[config.mk]
export PLATFORM = sky130hd
export DESIGN_NAME = dut_bus_master_flat
export DESIGN_NICKNAME = d
export VERILOG_FILES = /design/src/rtl/dut_bus_pkg.sv /design/src/rtl/dut_bus_master_if.sv /design/src/rtl/sync_fifo.sv /design/src/rtl/dut_bus_master.sv /design/src/flat_wrapper.sv
export SDC_FILE = /design/constraint.sdc
export NUM_CORES = 1
export LEC_CHECK = 0
export CORE_UTILIZATION = 51
export CTS_BUF_LIST = sky130_fd_sc_hd__clkbuf_8
export CTS_CLUSTER_SIZE = 20
export DETAILED_ROUTE_END_ITERATION = 8
export GPL_ROUTABILITY_DRIVEN = 0
export PLACE_DENSITY = 0.79
export SLEW_MARGIN = 20
export SYNTH_ARGS = -nofsm -noshare
export SYNTH_HDL_FRONTEND = slang
export SYNTH_SLANG_ARGS = --single-unit
[constraint.sdc]
create_clock -name CLK -period 2.33 [get_ports CLK]
set_input_delay 0.5825 -clock CLK [delete_from_list [all_inputs] [get_ports CLK]]
set_output_delay 0.5825 -clock CLK [all_outputs]
set_load 0.005 [all_outputs]
[src/rtl/dut_bus_pkg.sv]
// rtl/dut_bus_pkg.sv - shared types and constants for the dut bus master
package dut_bus_pkg;

  localparam int ADDR_W = 3;

  // dut address map
  localparam logic [ADDR_W-1:0] ADDR_STATUS = 3'd0;
  localparam logic [ADDR_W-1:0] ADDR_A      = 3'd1;
  localparam logic [ADDR_W-1:0] ADDR_B      = 3'd2;
  localparam logic [ADDR_W-1:0] ADDR_Y      = 3'd3;

  typedef struct packed {
    logic              is_read;
    logic [ADDR_W-1:0] address;
    logic              data;
  } cmd_t;

  typedef struct packed {
    logic [ADDR_W-1:0] address;
    logic              data;
  } rsp_t;

  typedef enum logic {
    ST_ISSUE = 1'b0,
    ST_DROP  = 1'b1
  } stall_state_e;

endpackage

[src/rtl/dut_bus_master_if.sv]
// rtl/dut_bus_master_if.sv - command/response streams and dut method ports
interface dut_bus_master_if;
  import dut_bus_pkg::*;

  // command stream
  logic              cmd_valid;
  logic              cmd_ready;
  logic              cmd_is_read;
  logic [ADDR_W-1:0] cmd_address;
  logic              cmd_data;
  // response stream
  logic              rsp_valid;
  logic              rsp_ready;
  logic [ADDR_W-1:0] rsp_address;
  logic              rsp_data;
  // dut write method
  logic [ADDR_W-1:0] write_address;
  logic              write_data;
  logic              write_en;
  logic              write_rdy;
  // dut read method
  logic [ADDR_W-1:0] read_address;
  logic              read_en;
  logic              read_data;
  logic              read_rdy;
  // error reporting
  logic              timeout_err;
  logic [7:0]        drop_count;

  // the sequencer side
  modport master (
    input  cmd_valid, cmd_is_read, cmd_address, cmd_data,
    output cmd_ready,
    output rsp_valid, rsp_address, rsp_data,
    input  rsp_ready,
    output write_address, write_data, write_en,
    input  write_rdy,
    output read_address, read_en,
    input  read_data, read_rdy,
    output timeout_err, drop_count
  );

  // the environment side: command producer, response consumer and dut
  modport slave (
    output cmd_valid, cmd_is_read, cmd_address, cmd_data,
    input  cmd_ready,
    input  rsp_valid, rsp_address, rsp_data,
    output rsp_ready,
    input  write_address, write_data, write_en,
    output write_rdy,
    input  read_address, read_en,
    output read_data, read_rdy,
    input  timeout_err, drop_count
  );

endinterface

[src/rtl/sync_fifo.sv]
// rtl/sync_fifo.sv - single-clock FIFO with wrap-bit pointers
module sync_fifo #(
  parameter int WIDTH = 4,
  parameter int DEPTH = 4
) (
  input  logic             clk,
  input  logic             rst,
  input  logic             push,
  input  logic [WIDTH-1:0] push_data,
  input  logic             pop,
  output logic [WIDTH-1:0] pop_data,
  output logic             full,
  output logic             empty
);

  localparam int AW = $clog2(DEPTH);

  logic [AW:0]      wr_ptr_q;
  logic [AW:0]      rd_ptr_q;
  logic [WIDTH-1:0] mem_q [DEPTH];
  logic             do_push;
  logic             do_pop;

  // a push while full is accepted only because the same-cycle pop frees the slot
  assign do_push = push & (~full | pop);
  assign do_pop  = pop & ~empty;

  assign empty    = (wr_ptr_q == rd_ptr_q);
  assign full     = (wr_ptr_q[AW] != rd_ptr_q[AW]) &&
                    (wr_ptr_q[AW-1:0] == rd_ptr_q[AW-1:0]);
  assign pop_data = mem_q[rd_ptr_q[AW-1:0]];

  // pointer advance; reset empties the FIFO
  always_ff @(posedge clk) begin
    if (rst) begin
      wr_ptr_q <= '0;
      rd_ptr_q <= '0;
    end else begin
      if (do_push) wr_ptr_q <= wr_ptr_q + (AW+1)'(1);
      if (do_pop)  rd_ptr_q <= rd_ptr_q + (AW+1)'(1);
    end
  end

  // storage write; contents need no reset since empty gates every read
  always_ff @(posedge clk) begin
    if (do_push) mem_q[wr_ptr_q[AW-1:0]] <= push_data;
  end

endmodule

[src/rtl/dut_bus_master.sv]
// rtl/dut_bus_master.sv - queues commands, issues them to dut ports, drops stalled heads
module dut_bus_master
  import dut_bus_pkg::*;
#(
  parameter int CMD_DEPTH = 4,
  parameter int RSP_DEPTH = 4,
  parameter int TIMEOUT   = 16
) (
  input  logic              CLK,
  input  logic              RST,
  dut_bus_master_if.master  bus
);

  localparam int              CNT_W    = $clog2(TIMEOUT) + 1;
  localparam logic [CNT_W-1:0] CNT_LAST = CNT_W'(TIMEOUT - 1);

  cmd_t             cmd_in;
  cmd_t             head;
  logic             cmd_full;
  logic             cmd_empty;
  logic             cmd_push;
  logic             cmd_pop;
  logic             head_valid;

  rsp_t             rsp_in;
  rsp_t             rsp_head;
  logic             rsp_full;
  logic             rsp_empty;
  logic             rsp_pop;

  stall_state_e     state_q;
  logic [CNT_W-1:0] stall_cnt_q;
  logic             timeout_err_q;
  logic [7:0]       drop_count_q;

  logic             in_issue;
  logic             wr_fire;
  logic             rd_fire;
  logic             stall;

  // command side: ready follows registered occupancy only, and is low in reset
  assign bus.cmd_ready = ~RST & ~cmd_full;
  assign cmd_push      = bus.cmd_valid & bus.cmd_ready;
  assign cmd_in        = '{is_read: bus.cmd_is_read,
                           address: bus.cmd_address,
                           data:    bus.cmd_data};

  sync_fifo #(
    .WIDTH ($bits(cmd_t)),
    .DEPTH (CMD_DEPTH)
  ) u_cmd_fifo (
    .clk       (CLK),
    .rst       (RST),
    .push      (cmd_push),
    .push_data (cmd_in),
    .pop       (cmd_pop),
    .pop_data  (head),
    .full      (cmd_full),
    .empty     (cmd_empty)
  );

  assign head_valid = ~cmd_empty;
  assign in_issue   = (state_q == ST_ISSUE) & ~RST;

  // en pulses are combinational so a command retires in the cycle its rdy is seen
  assign wr_fire = head_valid & in_issue & ~head.is_read & bus.write_rdy;
  assign rd_fire = head_valid & in_issue &  head.is_read & bus.read_rdy & ~rsp_full;
  assign stall   = head_valid & (state_q == ST_ISSUE) & ~wr_fire & ~rd_fire;

  assign bus.write_en      = wr_fire;
  assign bus.read_en       = rd_fire;
  assign bus.write_address = head_valid ? head.address : '0;
  assign bus.write_data    = head_valid ? head.data    : 1'b0;
  assign bus.read_address  = head_valid ? head.address : '0;

  // the DROP cycle retires the head without any en
  assign cmd_pop = wr_fire | rd_fire | (head_valid & (state_q == ST_DROP));

  // response side
  assign rsp_in  = '{address: head.address, data: bus.read_data};
  assign rsp_pop = ~rsp_empty & bus.rsp_ready;

  sync_fifo #(
    .WIDTH ($bits(rsp_t)),
    .DEPTH (RSP_DEPTH)
  ) u_rsp_fifo (
    .clk       (CLK),
    .rst       (RST),
    .push      (rd_fire),
    .push_data (rsp_in),
    .pop       (rsp_pop),
    .pop_data  (rsp_head),
    .full      (rsp_full),
    .empty     (rsp_empty)
  );

  assign bus.rsp_valid   = ~rsp_empty;
  assign bus.rsp_address = rsp_head.address;
  assign bus.rsp_data    = rsp_head.data;

  assign bus.timeout_err = timeout_err_q;
  assign bus.drop_count  = drop_count_q;

  // stall FSM: count consecutive non-issuing head cycles, drop the head on expiry
  always_ff @(posedge CLK) begin
    if (RST) begin
      state_q       <= ST_ISSUE;
      stall_cnt_q   <= '0;
      timeout_err_q <= 1'b0;
      drop_count_q  <= 8'd0;
    end else if (state_q == ST_ISSUE) begin
      if (stall) begin
        if (stall_cnt_q == CNT_LAST) begin
          state_q     <= ST_DROP;
          stall_cnt_q <= '0;
        end else begin
          stall_cnt_q <= stall_cnt_q + CNT_W'(1);
        end
      end else begin
        stall_cnt_q <= '0;
      end
    end else begin
      state_q       <= ST_ISSUE;
      stall_cnt_q   <= '0;
      timeout_err_q <= 1'b1;
      if (drop_count_q != 8'hFF) drop_count_q <= drop_count_q + 8'd1;
    end
  end

endmodule

[src/flat_wrapper.sv]
// flat-port wrapper written by rule: the top's interface ports become plain ports
module dut_bus_master_flat import dut_bus_pkg::*;
#(
  parameter int CMD_DEPTH = 4,
  parameter int RSP_DEPTH = 4,
  parameter int TIMEOUT   = 16
)
  (CLK, RST, bus_cmd_valid, bus_cmd_is_read, bus_cmd_address, bus_cmd_data, bus_cmd_ready, bus_rsp_valid, bus_rsp_address, bus_rsp_data, bus_rsp_ready, bus_write_address, bus_write_data, bus_write_en, bus_write_rdy, bus_read_address, bus_read_en, bus_read_data, bus_read_rdy, bus_timeout_err, bus_drop_count);
  dut_bus_master_if bus_i ();
  input  logic CLK;
  input  logic RST;
  input wire logic [$bits(bus_i.cmd_valid)-1:0] bus_cmd_valid;
  input wire logic [$bits(bus_i.cmd_is_read)-1:0] bus_cmd_is_read;
  input wire logic [$bits(bus_i.cmd_address)-1:0] bus_cmd_address;
  input wire logic [$bits(bus_i.cmd_data)-1:0] bus_cmd_data;
  output wire logic [$bits(bus_i.cmd_ready)-1:0] bus_cmd_ready;
  output wire logic [$bits(bus_i.rsp_valid)-1:0] bus_rsp_valid;
  output wire logic [$bits(bus_i.rsp_address)-1:0] bus_rsp_address;
  output wire logic [$bits(bus_i.rsp_data)-1:0] bus_rsp_data;
  input wire logic [$bits(bus_i.rsp_ready)-1:0] bus_rsp_ready;
  output wire logic [$bits(bus_i.write_address)-1:0] bus_write_address;
  output wire logic [$bits(bus_i.write_data)-1:0] bus_write_data;
  output wire logic [$bits(bus_i.write_en)-1:0] bus_write_en;
  input wire logic [$bits(bus_i.write_rdy)-1:0] bus_write_rdy;
  output wire logic [$bits(bus_i.read_address)-1:0] bus_read_address;
  output wire logic [$bits(bus_i.read_en)-1:0] bus_read_en;
  input wire logic [$bits(bus_i.read_data)-1:0] bus_read_data;
  input wire logic [$bits(bus_i.read_rdy)-1:0] bus_read_rdy;
  output wire logic [$bits(bus_i.timeout_err)-1:0] bus_timeout_err;
  output wire logic [$bits(bus_i.drop_count)-1:0] bus_drop_count;
  assign bus_i.cmd_valid = bus_cmd_valid;
  assign bus_i.cmd_is_read = bus_cmd_is_read;
  assign bus_i.cmd_address = bus_cmd_address;
  assign bus_i.cmd_data = bus_cmd_data;
  assign bus_cmd_ready = bus_i.cmd_ready;
  assign bus_rsp_valid = bus_i.rsp_valid;
  assign bus_rsp_address = bus_i.rsp_address;
  assign bus_rsp_data = bus_i.rsp_data;
  assign bus_i.rsp_ready = bus_rsp_ready;
  assign bus_write_address = bus_i.write_address;
  assign bus_write_data = bus_i.write_data;
  assign bus_write_en = bus_i.write_en;
  assign bus_i.write_rdy = bus_write_rdy;
  assign bus_read_address = bus_i.read_address;
  assign bus_read_en = bus_i.read_en;
  assign bus_i.read_data = bus_read_data;
  assign bus_i.read_rdy = bus_read_rdy;
  assign bus_timeout_err = bus_i.timeout_err;
  assign bus_drop_count = bus_i.drop_count;
  dut_bus_master #(.CMD_DEPTH(CMD_DEPTH), .RSP_DEPTH(RSP_DEPTH), .TIMEOUT(TIMEOUT)) u_core (.CLK(CLK), .RST(RST), .bus(bus_i));
endmodule
==> metrics.csv <==
stage,metric,value,unit
outcome,status,"complete, no violations",
die,Initial Utilization,54.4,%
global_routing,pin count of the biggest net entering global routing,16,
finish,Layout Nets,300,
setup_path,Worst setup EP type,output pin,
clocking,Clock Root Buffer,clkbuf_8,
global_routing,GRT Residual Overflow,0,
synth,combinational family with the most area after synthesis,simple AND/OR/NAND/NOR gates,
detailed_routing,vias,1731,
die,Top Ports,36,
placed_design,HPWL after DPL,3.47,mm
setup_path,r2r setup slk,130,ps
detailed_routing,Final Routed Wirelength,5.09,mm
synth,post-synthesis xor/xnor area fraction,6.37,%
die,Die Area,0.00593,sq mm
synth,#FFs+latches synth,67,
sta,Hold Slack,453,ps
placed_design,post-place instance area,0.00340,sq mm
clocking,TritonCTS sink count,67,
setup_path,critical path startpoint category,flip-flop,
clocking,clock buffer depth,2,
detailed_routing,post-route ant nets,0,
setup_path,max incr delay on CP,550,ps
synth,Syn Inst Count,207,
synth,Compound-Gate Fraction of Synth Area,3.32,%
global_routing,GR Util All Layers,18.3,%
min_path,Min-Delay Path Class,reg -> reg,
finish,n_diodes,0,
power,Leakage,0.00140,uW
finish,area grow syn2layout,28.1,%
sta,Tmin final,2270,ps
sta,Max Slew Vio Count,0,
setup_path,critical path data arrival time,1680,ps
detailed_routing,DR WL/cell,14.5,um
sta,setup ws final,64.1,ps
clocking,Post-CTS Hold Fix Bufs,0,
global_routing,first-pass GRT wire length,8.11,mm
finish,share of layout cells above drive strength 1,33.2,%
synth,Synth Area in Adders,5.67,%
setup_path,worst path cell trace,buf_6 > mux4_2 > nand2b_4 > nor2_4 > buf_2,
global_routing,vias in the first global route,1716,
die,row count,26,
finish,"commonest non-fill, non-tap cell in the layout",edfxtp_1,
setup_path,Crit path required time,1750,ps
sta,Worst Tran Pin Value,357,ps
detailed_routing,DR DRC count,0,
synth,ys flop type,edfxtp_1,
synth,"Avg Cell Area, Syn",13.9,sq um
placed_design,post-place setup slack,-367,ps
setup_path,Setup CP Type,reg -> out,
die,total core area,0.00527,sq mm
synth,async set or reset register ratio after synthesis,0,%
finish,Final Util,69.7,%
detailed_routing,Avg Vias per Cell,4.95,
sta,Max-Slew Margin vs Limit,76.1,%
power,PD cells,769,mW/mm^2
setup_path,Buf/Inv on CP,2,
finish,post-route cell area,0.00367,sq mm
die,die height,77.0,um
placed_design,IO Port Bufs,35,
setup_path,CP max-delay cell,mux4_2,
clocking,total CTS buffers,9,
synth,post-synth cell types,41,
global_routing,antenna violations before repair,0,
sta,final count of negative-setup-slack endpoints,0,
sta,clock skew,12.4,ps
sta,Tcrit/Tclk final,97.3,%
finish,filler instances,377,
synth,mux cell area share after synthesis,8.46,%
clocking,clock slew at reported path FFs,60,ps
synth,post-synthesis sequential area ratio,59.3,%
setup_path,CP Max Fanout,3,
power,peak supply drop,0.000372,V
synth,Synth Net Count,232,
clocking,worst skew pair latency,330,ps
flow_run,max-cap violations,0,
finish,most frequent cells in the layout,"edfxtp_1, buf_4, dfxtp_1, clkdlybuf4s50_1, nor2_1",
sta,Fin. Hold Viols,0,
detailed_routing,DRT iter0 DRCs,72,
clocking,Max H-tree Level,3,
synth,Post-synth EDFFs,36,
sta,maximum clock frequency,0.441,GHz
sta,setup_tns,0,ps
setup_path,CP top delay family,multiplexers,
clocking,CTS tree,done,
synth,Yosys Warn Count,0,
synth,synthesized cell area,0.00287,sq mm
die,Die W,77.0,um
synth,Simple-Gate Fraction of Synth Area,13.2,%
detailed_routing,drt first pass iters,4,
per-stage QoR:
| stage | cells | total power, uW |
|---|---|---|
| 2_1_floorplan | 207 | 1700 |
| 3_3_place_gp | 326 | 1920 |
| 3_5_place_dp | 326 | 1930 |
| 4_1_cts | 346 | 2790 |
| 5_1_grt | 350 | 2930 |
| 6_report | 350 | 2830 |
report_power, final:
| group | leakage (uW) | internal [uW] | switching (uW) |
|---|---|---|---|
| Combinational | 0.000714 | 357 | 257 |
| Sequential | 0.000580 | 1310 | 37.8 |
| Clock | 0.000105 | 463 | 406 |
cell type report:
cell class,instances,area (sq um),area share [%]
inverters,10,37.5,1.02
multi-input cells,122,1110,30.3
repair buffers,65,539,14.7
well taps,70,87.6,2.38
clock inverters,4,17.5,0.477
flip-flops and latches,67,1710,46.6
clock buffers,12,165,4.49
cells in the mapped netlist (3+ instances only):
cell / n / area share [%]
and2_1: 8 / 1.7
mux4_2: 9 / 7.1
xnor2_1: 9 / 2.7
ha_1: 13 / 5.7
a21oi_1: 3 / 0.52
buf_4: 3 / 0.79
xor2_1: 10 / 3.1
nand3_1: 4 / 0.70
and3_1: 3 / 0.65
edfxtp_1: 36 / 38
dfxtp_1: 31 / 22
and2b_2: 4 / 1.2
nor2_2: 5 / 1.1
mux2i_1: 4 / 1.4
nand2_1: 5 / 0.65
inv_1: 10 / 1.3
nor2_1: 21 / 2.7
sequential cells by signal (all words and copies together) (netlist names), named ones only:
register and cells:
u_core.state_q 1, u_core.bus.timeout_err 1, u_core.u_cmd_fifo.mem_q 20, u_core.u_cmd_fifo.wr_ptr_q 3, u_core.u_cmd_fifo.rd_ptr_q 3, u_core.stall_cnt_q 5
u_core.u_rsp_fifo.wr_ptr_q 3, u_core.u_rsp_fifo.rd_ptr_q 3, u_core.bus.drop_count 8, u_core.u_rsp_fifo.mem_q 16
what timing repair did:
item,CTS,global route
endpoints found under the setup margin,15,13
buffers inserted,4,5
resized for setup,49,8
gates cloned,0,0
pin swaps,2,2
per-layer routing:
metal / global-route usage (%) / vias up / wire [um]
met3: 3.69 / 5 / 176
li1: - / 870 / -
met5: 0 / - / 0
met2: 31.0 / 35 / 2560
met1: 22.3 / 821 / 2310
met4: 9.06 / 0 / 44
path summary, 6_finish.rpt:
check	start	to	depth (start not counted)
setup / recovery	flip-flop	bus_write_en	5
hold / removal	u_core.stall_cnt_q[0]	u_core.stall_cnt_q[0]	1
setup reg to reg	flip-flop	u_core.u_cmd_fifo.rd_ptr_q[2]	8
hold reg to reg	u_core.stall_cnt_q[0]	u_core.stall_cnt_q[0]	1
logic make-up after synthesis:
logic type,count (synthesis)
DFF,67
and+or+nand+nor,64
xor gates and xnor gates,20
buffers and inverters,18
muxes,13
adders and majority gates,13
AOI/OAI and AO/OA,12
Power figures use the tool's default switching activity.
